==> src/rtl/uart_tx_arbiter.sv <==
// Round-robin arbiter that funnels bytes from NREQ requesters into a uart
// transmitter over a UIBI master port, with optional per-requester packet lock.
module uart_tx_arbiter #(
  parameter int unsigned NREQ      = 4,
  parameter logic [31:0] BASE_ADDR = 32'h0000_0000,
  parameter logic [31:0] BAUD_DIV  = 32'd0
) (
  input  logic                      clk,
  input  logic                      rst,
  input  logic [NREQ-1:0]           req_valid,
  input  logic [8*NREQ-1:0]         req_data,
  input  logic [NREQ-1:0]           req_lock,
  output logic [NREQ-1:0]           req_ready,
  output logic                      bus_req,
  output logic                      bus_wen,
  output logic [31:0]               bus_addr,
  output logic [31:0]               bus_dat_o,
  input  logic [31:0]               bus_dat_i,
  input  logic                      bus_ready,
  output logic                      busy,
  output logic [$clog2(NREQ)-1:0]   grant_id,
  output logic [15:0]               tx_count
);

  localparam int unsigned IDW        = $clog2(NREQ);
  localparam logic [31:0] OFS_CTRL   = 32'h00;
  localparam logic [31:0] OFS_STATUS = 32'h04;
  localparam logic [31:0] OFS_BAUD   = 32'h08;
  localparam logic [31:0] OFS_TXDATA = 32'h0C;

  typedef enum logic [2:0] {INIT_CTRL, INIT_BAUD, IDLE, POLL, SEND} state_t;

  state_t             state, state_n;
  logic               bus_req_n, bus_wen_n;
  logic [31:0]        bus_addr_n, bus_dat_o_n;
  logic [7:0]         hold, hold_n;
  logic [IDW-1:0]     grant_id_n;
  logic [15:0]        tx_count_n;
  logic               owner_vld, owner_vld_n;
  logic [IDW-1:0]     owner_id, owner_id_n;

  logic               own_active, win_found, accept;
  logic [IDW-1:0]     win_id;
  int unsigned        cand;
  logic               acc_wen;
  logic [31:0]        acc_addr, acc_dat;
  logic               unused_bits;

  assign unused_bits = ^bus_dat_i[31:1];

  // Winner search: a live lock restricts the choice to the owner, else round-robin after grant_id.
  always_comb begin
    win_found  = 1'b0;
    win_id     = '0;
    cand       = 0;
    own_active = owner_vld && req_lock[owner_id];
    if (own_active) begin
      win_found = req_valid[owner_id];
      win_id    = owner_id;
    end else begin
      for (int unsigned i = 1; i <= NREQ; i++) begin
        cand = (32'(grant_id) + i) % NREQ;
        if (!win_found && req_valid[IDW'(cand)]) begin
          win_found = 1'b1;
          win_id    = IDW'(cand);
        end
      end
    end
  end

  assign accept    = (state == IDLE) && !rst && win_found;
  assign req_ready = accept ? (NREQ'(1) << win_id) : '0;
  assign busy      = rst || (state != IDLE);

  always_comb begin
    state_n     = state;
    bus_req_n   = bus_req;
    bus_wen_n   = bus_wen;
    bus_addr_n  = bus_addr;
    bus_dat_o_n = bus_dat_o;
    hold_n      = hold;
    grant_id_n  = grant_id;
    tx_count_n  = tx_count;
    owner_vld_n = owner_vld;
    owner_id_n  = owner_id;
    acc_wen     = 1'b1;
    acc_addr    = BASE_ADDR + OFS_CTRL;
    acc_dat     = 32'h1;

    case (state)
      INIT_BAUD: begin
        acc_addr = BASE_ADDR + OFS_BAUD;
        acc_dat  = BAUD_DIV;
      end
      POLL: begin
        acc_wen  = 1'b0;
        acc_addr = BASE_ADDR + OFS_STATUS;
        acc_dat  = '0;
      end
      SEND: begin
        acc_addr = BASE_ADDR + OFS_TXDATA;
        acc_dat  = {24'b0, hold};
      end
      default: ;
    endcase

    if (state == IDLE) begin
      if (owner_vld && !own_active) owner_vld_n = 1'b0;
      if (accept) begin
        hold_n      = req_data[{win_id, 3'b000} +: 8];
        grant_id_n  = win_id;
        owner_vld_n = req_lock[win_id];
        owner_id_n  = win_id;
        state_n     = POLL;
      end
    end else if (!bus_req) begin
      // bus_req is always low for the cycle after a completion, which gives the mandatory gap
      bus_req_n   = 1'b1;
      bus_wen_n   = acc_wen;
      bus_addr_n  = acc_addr;
      bus_dat_o_n = acc_dat;
    end else if (bus_ready) begin
      bus_req_n   = 1'b0;
      bus_wen_n   = 1'b0;
      bus_addr_n  = '0;
      bus_dat_o_n = '0;
      case (state)
        INIT_CTRL: state_n = (BAUD_DIV != 32'd0) ? INIT_BAUD : IDLE;
        INIT_BAUD: state_n = IDLE;
        POLL:      if (!bus_dat_i[0]) state_n = SEND;
        SEND: begin
          tx_count_n = tx_count + 16'd1;
          state_n    = IDLE;
        end
        default:   state_n = IDLE;
      endcase
    end
  end

  always_ff @(posedge clk) begin
    if (rst) begin
      state     <= INIT_CTRL;
      bus_req   <= 1'b0;
      bus_wen   <= 1'b0;
      bus_addr  <= '0;
      bus_dat_o <= '0;
      hold      <= '0;
      grant_id  <= '0;
      tx_count  <= '0;
      owner_vld <= 1'b0;
      owner_id  <= '0;
    end else begin
      state     <= state_n;
      bus_req   <= bus_req_n;
      bus_wen   <= bus_wen_n;
      bus_addr  <= bus_addr_n;
      bus_dat_o <= bus_dat_o_n;
      hold      <= hold_n;
      grant_id  <= grant_id_n;
      tx_count  <= tx_count_n;
      owner_vld <= owner_vld_n;
      owner_id  <= owner_id_n;
    end
  end

endmodule

==> config.mk <==
export PLATFORM = sky130hd
export DESIGN_NAME = uart_tx_arbiter
export DESIGN_NICKNAME = d
export VERILOG_FILES = /design/src/rtl/uart_tx_arbiter.sv
export SDC_FILE = /design/constraint.sdc
export NUM_CORES = 1
export LEC_CHECK = 0
export CORE_MARGIN = 1.5
export CORE_UTILIZATION = 41
export DETAILED_ROUTE_END_ITERATION = 12
export PLACE_DENSITY = 0.95
export SLEW_MARGIN = 20
export SYNTH_ARGS = -nofsm -noshare
export SYNTH_HDL_FRONTEND = slang
export SYNTH_SLANG_ARGS = --single-unit
==> constraint.sdc <==
create_clock -name clk -period 6.1 [get_ports clk]
set_input_delay 1.22 -clock clk [delete_from_list [all_inputs] [get_ports clk]]
set_output_delay 1.22 -clock clk [all_outputs]
set_load 0.005 [all_outputs]
* After elaboration in Yosys (flattened, before gate mapping)
Cells that the tools add are included.
Cells by class: add/subtract/negate cells 5, equality and inequality tests 8, order comparisons 6, multiplexer cells 46, reductions and logical operators 22, bitwise logic cells 1, shift operators 2
Operators by type and width (number):
- $mux W32 | 3
- $shiftx A32 B6 Y8 | 1
- $mux W1 | 22
- $lt A2 B3 Y1 const B | 6
- $mux W3 | 6
- $add A16 B1 Y16 const B | 1
- $pmux W8 S2 | 1
- $bmux W1 S2 | 7
- $pmux W4 S3 | 1
- $mux W2 | 5
- $reduce_and A4 Y1 | 2
- $logic_and A1 B1 Y1 | 7
- $eq A3 B2 Y1 const B | 2
- $reduce_and A2 Y1 | 3
- $reduce_bool A2 Y1 | 3
- $logic_not A1 Y1 | 5
- $add A2 B1 Y2 const B | 2
- $add A2 B2 Y2 const B | 2
- $mux W4 | 1
- $shl A1 B2 Y4 const A | 1
- $eq A3 B1 Y1 const B | 1
- $eq A3 B3 Y1 const B | 1
- $ne A3 B2 Y1 const B | 1
- $ne A3 B3 Y1 const B | 1
- other kinds (5) | 5
Storage, ports and cells: word-level logic and storage cells 99, register bits after elaboration 96, input port bits 75, output and inout bits 89

* Longest topological paths before layout
Gate-level depths: netlist of run 1.
word-level depth 20, gate-level depth with buffers 9

* Worst setup path after synthesis of run 1
Ideal clock, no wire load.
path type input-to-output, start point input port req_lock[0], end point output port req_ready[1], stages 7, path slack 2220 ps, data arrival time 2660 ps, path buffers 1, cells stage by stage mux2_4 > o2bb2ai_1 > or4_4 > a21oi_4 > nand2_2 > buf_4 > nor2_1
On the way: longest elaborated chain between the ends 6, elaborated cells between the ends (all ways) 8
Ends and longest elaborated chain:
- start: declaration | RTL line 12 | input logic [NREQ-1:0] req_lock,
- $bmux W1 S2 * | RTL line 56 | own_active = owner_vld && req_lock[owner_id];
- $mux W1 (implied by the code) * | RTL line 56
- $logic_and A1 B1 Y1 * | RTL line 56
- $mux W2 / $mux W1 (equally long branches) | RTL line 57 | if (own_active) begin
- $shl A1 B2 Y4 / $logic_and A1 B1 Y1 (equally long branches) | RTL line 72, 71
- $mux W4 * | RTL line 72 | assign req_ready = accept ? (NREQ'(1) << win_id) : '0;
- end: declaration | RTL line 13 | output logic [NREQ-1:0] req_ready,
Every way passes the cells marked *; elsewhere a longest branch is shown, timed or not. The select of a mux whose other input is x is not followed.

* Final worst setup path of run 1
start point input port req_valid[3], end point output port req_ready[0]
On the way: longest elaborated chain between the ends 18, elaborated cells between the ends (all ways) 32
Ends and longest elaborated chain:
- start: declaration | RTL line 10 | input logic [NREQ-1:0] req_valid,
- $bmux W1 S2 | RTL line 63 | if (!win_found && req_valid[IDW'(cand)]) begin
- $mux W1 (implied by the code) | RTL line 63
- $mux W1 | RTL line 63
- $mux W1 | RTL line 57
- $logic_not A1 Y1 | RTL line 63
- $logic_and A1 B1 Y1 | RTL line 63
- $mux W1 | RTL line 63
- $mux W1 | RTL line 57
- [2 not listed]
- $mux W1 | RTL line 63
- $mux W1 | RTL line 57
- $logic_not A1 Y1 | RTL line 63
- $logic_and A1 B1 Y1 | RTL line 63
- $mux W2 / $mux W1 (equally long branches) | RTL line 63
- $mux W2 / $mux W1 (equally long branches) | RTL line 57
- $shl A1 B2 Y4 / $logic_and A1 B1 Y1 (equally long branches) | RTL line 72, 71
- $mux W4 * | RTL line 72
Marked as above.

==> out/qor.yml, run 1 <==
status: "complete, but fails checks"
violations: "design-rule violations"
layout-drive-gt1-share: 0.0805
postSynth.asyncResetShare: 0
floorplan.io_pins: 164
finish.cell_count_without_fillers: 462
critical_path_cell_by_cell: "clkdlybuf4s50_1 -> mux2_1 -> nor4_1 -> or4_4 -> a21oi_4 -> nand2b_2 -> nor2_1 -> clkdlybuf4s50_1"
power_switching_share: 0.274
hpwl_um: 4790
rsz0062_at_grt: "no"
synth_top_area_share: 0.305
most_area_hungry_cell_type_in_the_yosys_netlist: "sky130_fd_sc_hd__dfxtp_1"
synth.yosys.seq_area_share: 0.305
number_of_h_tree_branching_levels: 2
regArea_um2: 841
post_synth.cell_area_avg_um2: 8.79
ys.warnings.count: 0
multi_input_area_um2: 1590
cellInternalPower_mw: 0.470
worst-slew-pin-transition_ps: 585
antenna_cells_inserted: 0
finClkSkew_ps: 4.36
synth_mux_area_frac: 0.102
cts_buffers: 5
place_inst: 454
synth_top_family_by_area: "buffers and inverters"
post-route-worst-setup-slack_ps: 1030
drt_iter0_drc: 95
cts_tree: "built"
initial_core_util: 0.430
width_of_the_die_um: 85.0
count_of_flip_flops_with_a_built_in_enable_after_synthesis: 0
cp_data_arrival_time_ps: 3850
fin_crit_sh: 0.832
layout.cells.most_common: "sky130_fd_sc_hd__clkdlybuf4s50_1"
ys_seq_elements: 42
timing.critical_path.fanout_max: 11
placement.setup.worst_slack_ps: 1040
netlist_area_um2: 2760
seq_power_share: 0.462
die_area_um2: 7230
mostFrequentLayoutCells: "sky130_fd_sc_hd__clkdlybuf4s50_1, sky130_fd_sc_hd__conb_1, sky130_fd_sc_hd__dfxtp_1, sky130_fd_sc_hd__nor2_1, sky130_fd_sc_hd__mux2i_1"
post_synth_fa_ha_maj_area_fraction: 0.00454
max_freq_ghz: 0.197
finalHoldViolCount: 0
leakage_nw: 1.43
post_cts_buffers: 0
cts-root-to-sink-buffers: 2
worst_skew_pair.late_latency_ps: 290
critPathRequiredTime_ps: 4880
setup.worst_path.end_class: "output port"
synthCells: 314
gp_routability_congestion: 0.798
drt-total-wl_um: 6180
timing.critical_path.slowest_cell_delay_ps: 610
grt_start_max_net_pins: 45
worst_path_most_repeated_cell: "sky130_fd_sc_hd__clkdlybuf4s50_1"
total_cell_area_at_the_placement_stage_um2: 3360
fin_nets: 460
die_height_um: 85.0
grt_first_pass_wirelength_um: 9810
path_buf_inv: 2
cts.hold.buffers_added: 0
final_antenna_net_count: 0
first_pass_iters: 8
cts-resized-gates: 0
synth_compound_area_frac: 0.158
fin_area_um2: 3470
core_um2: 6420
grt_pass1_vias: 2072
timing.final.setup_violations: 0
global_route_total_overflow: 0
post_synth_and_or_nand_nor_area_fraction: 0.189
max_slew_margin: 0.609
drc: 10
number_of_antenna_violations_at_the_first_check_in_global_routing: 0
clk_root_buffer_cell: "sky130_fd_sc_hd__clkbuf_8"
post_synth_num_cell_types: 58
min-delay-path-class: "reg -> reg"
buffer_ports.inserted: 78
critPathKind: "in -> out"
std_cell_rows: 29
layout.filler_cells: 564
power_share_of_the_combinational_group: 0.219
p_sw_mw: 0.177
setup_tns_ps: 0
finalMaxSlewViolations: 0
critPathTopFamily: "buffers and inverters"
dominantRegCellSynth: "sky130_fd_sc_hd__dfxtp_1"
setup.worst_path.start_class: "input pin"
grtUsageTotal: 0.169
power_density_nw_per_um2: 187
power.clock.fraction: 0.319
worst_vdd_rail_ir_drop_mv: 0.184
routed_wire_length_per_instance_um: 13.4
critical-path-slowest-cell: "sky130_fd_sc_hd__clkdlybuf4s50_1"
drv_cap: 0
clock_sink_count: 42
path_clk_slew_ps: 70
ys_top_cells_by_area: "sky130_fd_sc_hd__dfxtp_1, sky130_fd_sc_hd__buf_4, sky130_fd_sc_hd__mux2i_1, sky130_fd_sc_hd__nor2_1, sky130_fd_sc_hd__o221ai_2"
via_per_inst: 5.01
period_needed_ps: 5070
yosys.area_share.xor_xnor: 0.0476
area_delta_synth_final_pct: 25.8
dr_total_vias: 2314
==> synthesized netlist by cell type (2+ instances only) <==
| library cell | count |
|---|---|
| sky130_fd_sc_hd__o221ai_2 | 8 |
| sky130_fd_sc_hd__nand4_1 | 6 |
| sky130_fd_sc_hd__or3_1 | 2 |
| sky130_fd_sc_hd__nor2_1 | 40 |
| sky130_fd_sc_hd__nand3_1 | 6 |
| sky130_fd_sc_hd__a211oi_1 | 5 |
| sky130_fd_sc_hd__nor3_1 | 5 |
| sky130_fd_sc_hd__buf_2 | 4 |
| sky130_fd_sc_hd__a31oi_1 | 2 |
| sky130_fd_sc_hd__xor2_1 | 12 |
| sky130_fd_sc_hd__buf_6 | 2 |
| sky130_fd_sc_hd__nand2_1 | 10 |
| sky130_fd_sc_hd__and3_1 | 3 |
| sky130_fd_sc_hd__o221ai_1 | 2 |
| sky130_fd_sc_hd__nor2b_1 | 4 |
| sky130_fd_sc_hd__mux2i_1 | 20 |
| sky130_fd_sc_hd__xnor2_1 | 3 |
| sky130_fd_sc_hd__nand3b_1 | 8 |
| sky130_fd_sc_hd__a211o_1 | 2 |
| sky130_fd_sc_hd__a21oi_1 | 5 |
| sky130_fd_sc_hd__buf_4 | 56 |
| sky130_fd_sc_hd__inv_1 | 10 |
| sky130_fd_sc_hd__o211ai_1 | 4 |
| sky130_fd_sc_hd__clkbuf_1 | 8 |
| sky130_fd_sc_hd__dfxtp_1 | 42 |
| sky130_fd_sc_hd__a22oi_1 | 7 |
| sky130_fd_sc_hd__nand2b_1 | 3 |
| sky130_fd_sc_hd__o21ai_0 | 5 |
==> cell families (layout without fill, tap and decap cells) <==
logic type                 count (synthesis)  after routing
and+or+nand+nor                           99             99
other                                      1             54
adders and majority gates                  1              1
AOI/OAI and AO/OA                         51             51
muxes                                     25             25
DFF                                       42             42
buffers and inverters                     80             98
xor gates and xnor gates                  15             15
==> flip-flops by register name, indices dropped and copies added (netlist names) <==
| signal | flops |
|---|---|
| tx_count | 16 |
| bus_dat_o | 8 |
| hold | 8 |
| state | 3 |
| bus_addr | 2 |
| owner_id | 2 |
| bus_req | 1 |
| bus_wen | 1 |
| owner_vld | 1 |
==> tightest hold or removal path, stage by stage (launching register included) <==
cell and delay, ps:
sky130_fd_sc_hd__dfxtp_1 340, sky130_fd_sc_hd__a21oi_1 60, sky130_fd_sc_hd__nor2_1 70
==> power groups by stage <==
stage	clock network, mW	registers, mW	logic [mW]
2_1_floorplan	0	0.297	0.119
3_3_place_gp	0	0.304	0.136
3_5_place_dp	0	0.305	0.140
4_1_cts	0.210	0.299	0.141
5_1_grt	0.223	0.301	0.155
6_report	0.207	0.299	0.142
==> through the flow <==
step / hold slack (ps) / utilization / power (mW)
floorplan: 467 / - / 0.416
global placement: 478 / 0.523 / 0.441
detailed placement: 482 / 0.523 / 0.446
CTS: 503 / 0.540 / 0.650
global route: 547 / 0.540 / 0.679
finish: 500 / 0.540 / 0.648
==> final timing paths <==
path,slack (ps),to,cells after the start,start
max,1030,req_ready[0],8,req_valid[3]
min,500,bus_dat_o[0]$_SDFFE_PP0P_,2,bus_dat_o[0]$_SDFFE_PP0P_
min reg2reg,500,bus_dat_o[0]$_SDFFE_PP0P_,2,bus_dat_o[0]$_SDFFE_PP0P_
max reg2reg,3540,hold[5]$_SDFFE_PP0P_,7,owner_id[1]$_SDFFE_PP0P_
==> cell type report <==
cell class,count,share of cell area
Clock buffer,8,0.0317
Inverter,10,0.0108
Multi-Input combinational cell,245,0.458
Sequential cell,42,0.242
Tap cell,77,0.0278
Timing Repair Buffer,80,0.229
==> routing by layer <==
metal  up-vias  GRT usage  routed length [µm]
met4         0     0.0656                 125
met3        14     0.0302                 316
li1       1136          -                   -
met2        90      0.294                3170
met5         -          0                   0
met1      1074      0.206                2570
Note: power is estimated with default switching activity, not from simulation.
==> run 2: changes to the inputs <==
--- a/config.mk
+++ b/config.mk
@@ -6,9 +6,9 @@
 export NUM_CORES = 1
 export LEC_CHECK = 0
 export CORE_MARGIN = 1.5
-export CORE_UTILIZATION = 41
+export CORE_UTILIZATION = 38
 export DETAILED_ROUTE_END_ITERATION = 12
-export PLACE_DENSITY = 0.95
+export PLACE_DENSITY = 0.92
 export SLEW_MARGIN = 20
 export SYNTH_ARGS = -nofsm -noshare
 export SYNTH_HDL_FRONTEND = slang
==> constraint.sdc (replaced) <==
create_clock -name clk -period 4.7 [get_ports clk]
set_input_delay 0.94 -clock clk [delete_from_list [all_inputs] [get_ports clk]]
set_output_delay 0.94 -clock clk [all_outputs]
set_load 0.005 [all_outputs]
==> out/qor.yml, run 2 (synthesis results as in run 1) <==
status: "complete, no violations"
drc: 0
timing.critical_path.slowest_cell_delay_ps: 600
max_slew_margin: 0.532
setup.worst_path.start: "req_valid[3]"
critPathKind: "in -> out"
finalMaxSlewViolations: 0
area_delta_synth_final_pct: 27.3
layout-drive-gt1-share: 0.0829
fin_nets: 462
power_density_nw_per_um2: 244
cp_data_arrival_time_ps: 3410
setup.worst_path.end_class: "output port"
place_inst: 475
worst_path_most_repeated_cell: "sky130_fd_sc_hd__clkdlybuf4s50_1"
finClkSkew_ps: 11.3
worst_vdd_rail_ir_drop_mv: 0.154
cts-resized-gates: 0
flip_flop_count_of_the_largest_register_all_copies_and_words_added: 16
routed_wire_length_per_instance_um: 12.7
drt-total-wl_um: 6140
path_buf_inv: 2
number_of_h_tree_branching_levels: 2
timing.final.setup_violations: 0
finish.cell_count_without_fillers: 482
setup.worst_path.start_class: "input pin"
reg_to_reg_start: "owner_id[1]$_SDFFE_PP0P_"
cts-root-to-sink-buffers: 2
number_of_antenna_violations_at_the_first_check_in_global_routing: 0
mostFrequentLayoutCells: "sky130_fd_sc_hd__clkdlybuf4s50_1, sky130_fd_sc_hd__conb_1, sky130_fd_sc_hd__dfxtp_1, sky130_fd_sc_hd__nor2_1, sky130_fd_sc_hd__mux2i_1"
initial_core_util: 0.399
post_cts_buffers: 0
buffer_ports.inserted: 78
die_height_um: 88.2
critical-path-slowest-cell: "sky130_fd_sc_hd__clkdlybuf4s50_1"
clk_root_buffer_cell: "sky130_fd_sc_hd__clkbuf_8"
finalHoldViolCount: 0
dr_total_vias: 2286
min-delay-path-class: "reg -> reg"
gp_routability_congestion: 0.840
width_of_the_die_um: 88.2
drv_cap: 0
rsz0062_at_grt: "no"
critPathTopFamily: "buffers and inverters"
timing.critical_path.fanout_max: 8
die_area_um2: 7780
path_clk_slew_ps: 80
fin_crit_sh: 0.925
worst_skew_pair.late_latency_ps: 290
period_needed_ps: 4350
floorplan.io_pins: 164
setup_tns_ps: 0
grtUsageTotal: 0.157
drt_iter0_drc: 74
grt_start_max_net_pins: 45
via_per_inst: 4.74
registers.top_by_ff_count: "tx_count"
min-delay-start: "bus_dat_o[0]$_SDFFE_PP0P_"
core_um2: 6910
critical_path_cell_by_cell: "clkdlybuf4s50_1 -> mux2_1 -> nor4_1 -> or4_4 -> a21oi_4 -> nand2b_2 -> nor2_1 -> clkdlybuf4s50_1"
clock_sink_count: 42
max_freq_ghz: 0.230
final_antenna_net_count: 0
antenna_cells_inserted: 0
cts_buffers: 5
cts.hold.buffers_added: 0
top_regs: "tx_count (16), bus_dat_o (8), hold (8)"
hpwl_um: 4740
global_route_total_overflow: 0
worst-slew-pin-transition_ps: 703
std_cell_rows: 30
cts_tree: "built"
grt_pass1_vias: 2085
first_pass_iters: 4
grt_first_pass_wirelength_um: 9740
critPathRequiredTime_ps: 3760
layout.cells.most_common: "sky130_fd_sc_hd__clkdlybuf4s50_1"
leakage_nw: 1.44
==> run 2: changes by cell type in the layout (fill, tap and decap cells not counted), sizes merged <==
cell,before,now
clkbuf,8,6
buf,2,4
bufinv,0,1
==> run 2: final cells by class <==
| cell class | count | area, µm² |
|---|---|---|
| Clock buffer | 6 | 82.6 |
| Clock inverter | 1 | 30.0 |
| Fill cell | 623 | 3390 |
| Inverter | 10 | 37.5 |
| Multi-Input combinational cell | 245 | 1590 |
| Sequential cell | 42 | 841 |
| Tap cell | 96 | 120 |
| Timing Repair Buffer | 82 | 811 |
==> run 2: final timing paths <==
path / to / slack (ps) / depth (start not counted)
setup / recovery: req_ready[2] / 350 / 8
hold / removal: bus_dat_o[0]$_SDFFE_PP0P_ / 510 / 2
setup reg to reg: hold[6]$_SDFFE_PP0P_ / 2060 / 7
hold reg to reg: bus_dat_o[0]$_SDFFE_PP0P_ / 510 / 2
==> run 2: tightest hold or removal path: stages (launching register included) <==
cell	delay [ps]
sky130_fd_sc_hd__dfxtp_1	340
sky130_fd_sc_hd__a21oi_1	60
sky130_fd_sc_hd__nor2_1	70
==> run 2: metrics by stage <==
stage	hold slack (ps)	util	power [mW]	instance area (µm²)	worst slack (ps)
after global routing	538	0.509	0.896	3510	194
after detailed placement	482	0.492	0.578	3400	377
after CTS	510	0.509	0.862	3510	364
final	507	0.509	0.856	3510	354
after global placement	479	0.492	0.574	3400	446
after floorplan	467	-	0.540	2960	1380
==> run 2: power by group <==
| group | internal (mW) | switching, mW | leakage, nW |
|---|---|---|---|
| logic | 0.0936 | 0.0899 | 1.04 |
| registers | 0.370 | 0.0175 | 0.340 |
| clock network | 0.170 | 0.115 | 0.0573 |
==> run 2: layer usage <==
layer	share of wire	vias up	global-route usage	wire length, µm
met3	0.057	6	0.0349	348
met2	0.51	79	0.268	3160
met1	0.42	1070	0.196	2570
met5	0	-	0	0
met4	0.0090	0	0.0497	55
li1	-	1131	-	-
==> run 3: changes to the inputs <==
--- a/config.mk
+++ b/config.mk
@@ -5,11 +5,15 @@
 export SDC_FILE = /design/constraint.sdc
 export NUM_CORES = 1
 export LEC_CHECK = 0
+export CELL_PAD_IN_SITES_DETAIL_PLACEMENT = 1
+export CELL_PAD_IN_SITES_GLOBAL_PLACEMENT = 1
+export CORE_ASPECT_RATIO = 0.8
 export CORE_MARGIN = 1.5
-export CORE_UTILIZATION = 38
+export CORE_UTILIZATION = 26
 export DETAILED_ROUTE_END_ITERATION = 12
-export PLACE_DENSITY = 0.92
+export PLACE_DENSITY = 0.91
 export SLEW_MARGIN = 20
 export SYNTH_ARGS = -nofsm -noshare
 export SYNTH_HDL_FRONTEND = slang
 export SYNTH_SLANG_ARGS = --single-unit
+export TNS_END_PERCENT = 50
==> out/qor.yml, run 3 (synthesis results as in run 1) <==
status: "complete, no violations"
number_of_antenna_violations_at_the_first_check_in_global_routing: 0
finalHoldViolCount: 0
clk_root_buffer_cell: "sky130_fd_sc_hd__clkbuf_16"
power_density_nw_per_um2: 255
cts.hold.buffers_added: 0
grtUsageTotal: 0.134
leakage_nw: 1.46
std_cell_rows: 33
fin_crit_sh: 0.934
dr_total_vias: 2339
cts-root-to-sink-buffers: 2
layout.cells.most_common: "sky130_fd_sc_hd__clkdlybuf4s50_1"
flip_flop_count_of_the_largest_register_all_copies_and_words_added: 16
drv_cap: 0
max_freq_ghz: 0.228
setup.worst_path.start_class: "input pin"
drt-total-wl_um: 7630
worst_vdd_rail_ir_drop_mv: 0.164
worst-slew-pin-transition_ps: 737
critPathRequiredTime_ps: 3760
cts-resized-gates: 0
grt_first_pass_wirelength_um: 12100
antenna_cells_inserted: 0
global_route_total_overflow: 0
period_needed_ps: 4390
number_of_h_tree_branching_levels: 2
final_antenna_net_count: 0
path_clk_slew_ps: 60
reg_to_reg_start: "owner_id[0]$_SDFFE_PP0P_"
timing.critical_path.to: "req_ready[3]"
groute.layer.met1.usage: 0.157
worst_r2r_endpoint: "hold[3]$_SDFFE_PP0P_"
r2r.worst_path.cells: 7
grt_busiest_layer: "met2"
setup.worst_path.start: "req_valid[3]"
grt_use_met3: 0.0293
grt_pass1_vias: 2442
setup.worst_path.end_class: "output port"
fin_nets: 463
rsz0062_at_grt: "no"
grtUsageMet2: 0.249
cts_tree: "built"
multi_input_area_um2: 1590
cts_buffers: 5
width_of_the_die_um: 118
layout.filler_cells: 1240
setup_tns_ps: 0
min-delay-start: "bus_dat_o[4]$_SDFFE_PP0P_"
post_cts_buffers: 0
timing.critical_path.fanout_max: 8
mostFrequentLayoutCells: "sky130_fd_sc_hd__clkdlybuf4s50_1, sky130_fd_sc_hd__conb_1, sky130_fd_sc_hd__dfxtp_1, sky130_fd_sc_hd__nor2_1, sky130_fd_sc_hd__mux2i_1"
worst_skew_pair.late_latency_ps: 280
cp_data_arrival_time_ps: 3450
fin_area_um2: 3610
finalMaxSlewViolations: 0
core_um2: 10300
hpwl_um: 6030
register_to_register_path_setup_slack_ps: 2000
drc: 0
buffer_ports.inserted: 78
clock_sink_count: 42
finClkSkew_ps: 2.27
area_delta_synth_final_pct: 30.8
die_area_um2: 11200
first_pass_iters: 4
floorplan.io_pins: 164
timing.final.setup_violations: 0
layout-drive-gt1-share: 0.0851
grt_start_max_net_pins: 45
critPathKind: "in -> out"
drt_iter0_drc: 78
total_cell_area_at_the_placement_stage_um2: 3460
regArea_um2: 841
routed_wire_length_per_instance_um: 14.5
min-delay-path-class: "reg -> reg"
initial_core_util: 0.268
registers.top_by_ff_count: "tx_count"
die_height_um: 95.1
gp_routability_congestion: 0.779
via_per_inst: 4.43
max_slew_margin: 0.507
top_regs: "tx_count (16), bus_dat_o (8), hold (8)"
run 3: worst min path at each step:
stage | end | slack, ps | depth (start not counted)
2_1_floorplan | hold[3]$_SDFFE_PP0P_ | 470 | 2
3_3_place_gp | bus_wen$_SDFFE_PP0P_ | 470 | 2
3_5_place_dp | bus_wen$_SDFFE_PP0P_ | 480 | 2
4_1_cts | bus_wen$_SDFFE_PP0P_ | 500 | 2
5_1_grt | hold[1]$_SDFFE_PP0P_ | 540 | 2
6_report | bus_dat_o[4]$_SDFFE_PP0P_ | 500 | 2
run 3: through the flow:
step / util / std cells / power [mW] / hold WS [ps] / worst slack (ps)
after global placement: 0.337 / 520 / 0.579 / 472 / 397
final: 0.351 / 528 / 0.921 / 496 / 309
after CTS: 0.351 / 528 / 0.926 / 503 / 310
after floorplan: - / 367 / 0.540 / 467 / 1380
after detailed placement: 0.337 / 520 / 0.588 / 485 / 342
after global routing: 0.351 / 528 / 0.964 / 541 / 201
run 3: area by class of cell:
cell class / count / share of cell area
Timing Repair Buffer: 83 / 0.227
Tap cell: 140 / 0.0485
Inverter: 10 / 0.0104
Sequential cell: 42 / 0.233
Clock inverter: 1 / 0.00139
Multi-Input combinational cell: 245 / 0.441
Clock buffer: 7 / 0.0395
run 3: routing by layer:
layer	share of wire	up-vias
met2	0.50	68
met1	0.44	1126
met5	0	-
li1	-	1138
met4	0.011	0
met3	0.044	7
run 3: power breakdown:
part / switching (mW) / internal, mW
Combinational: 0.0984 / 0.0948
Sequential: 0.0181 / 0.370
Clock: 0.129 / 0.210
Total: 0.245 / 0.676
run 3: critical path: stages:
cell and delay (ps):
sky130_fd_sc_hd__clkdlybuf4s50_1 630, sky130_fd_sc_hd__mux2_1 190, sky130_fd_sc_hd__nor4_1 50, sky130_fd_sc_hd__or4_4 580, sky130_fd_sc_hd__o211ai_1 340, sky130_fd_sc_hd__nand2_2 110, sky130_fd_sc_hd__nor2_1 100, sky130_fd_sc_hd__clkdlybuf4s50_1 510
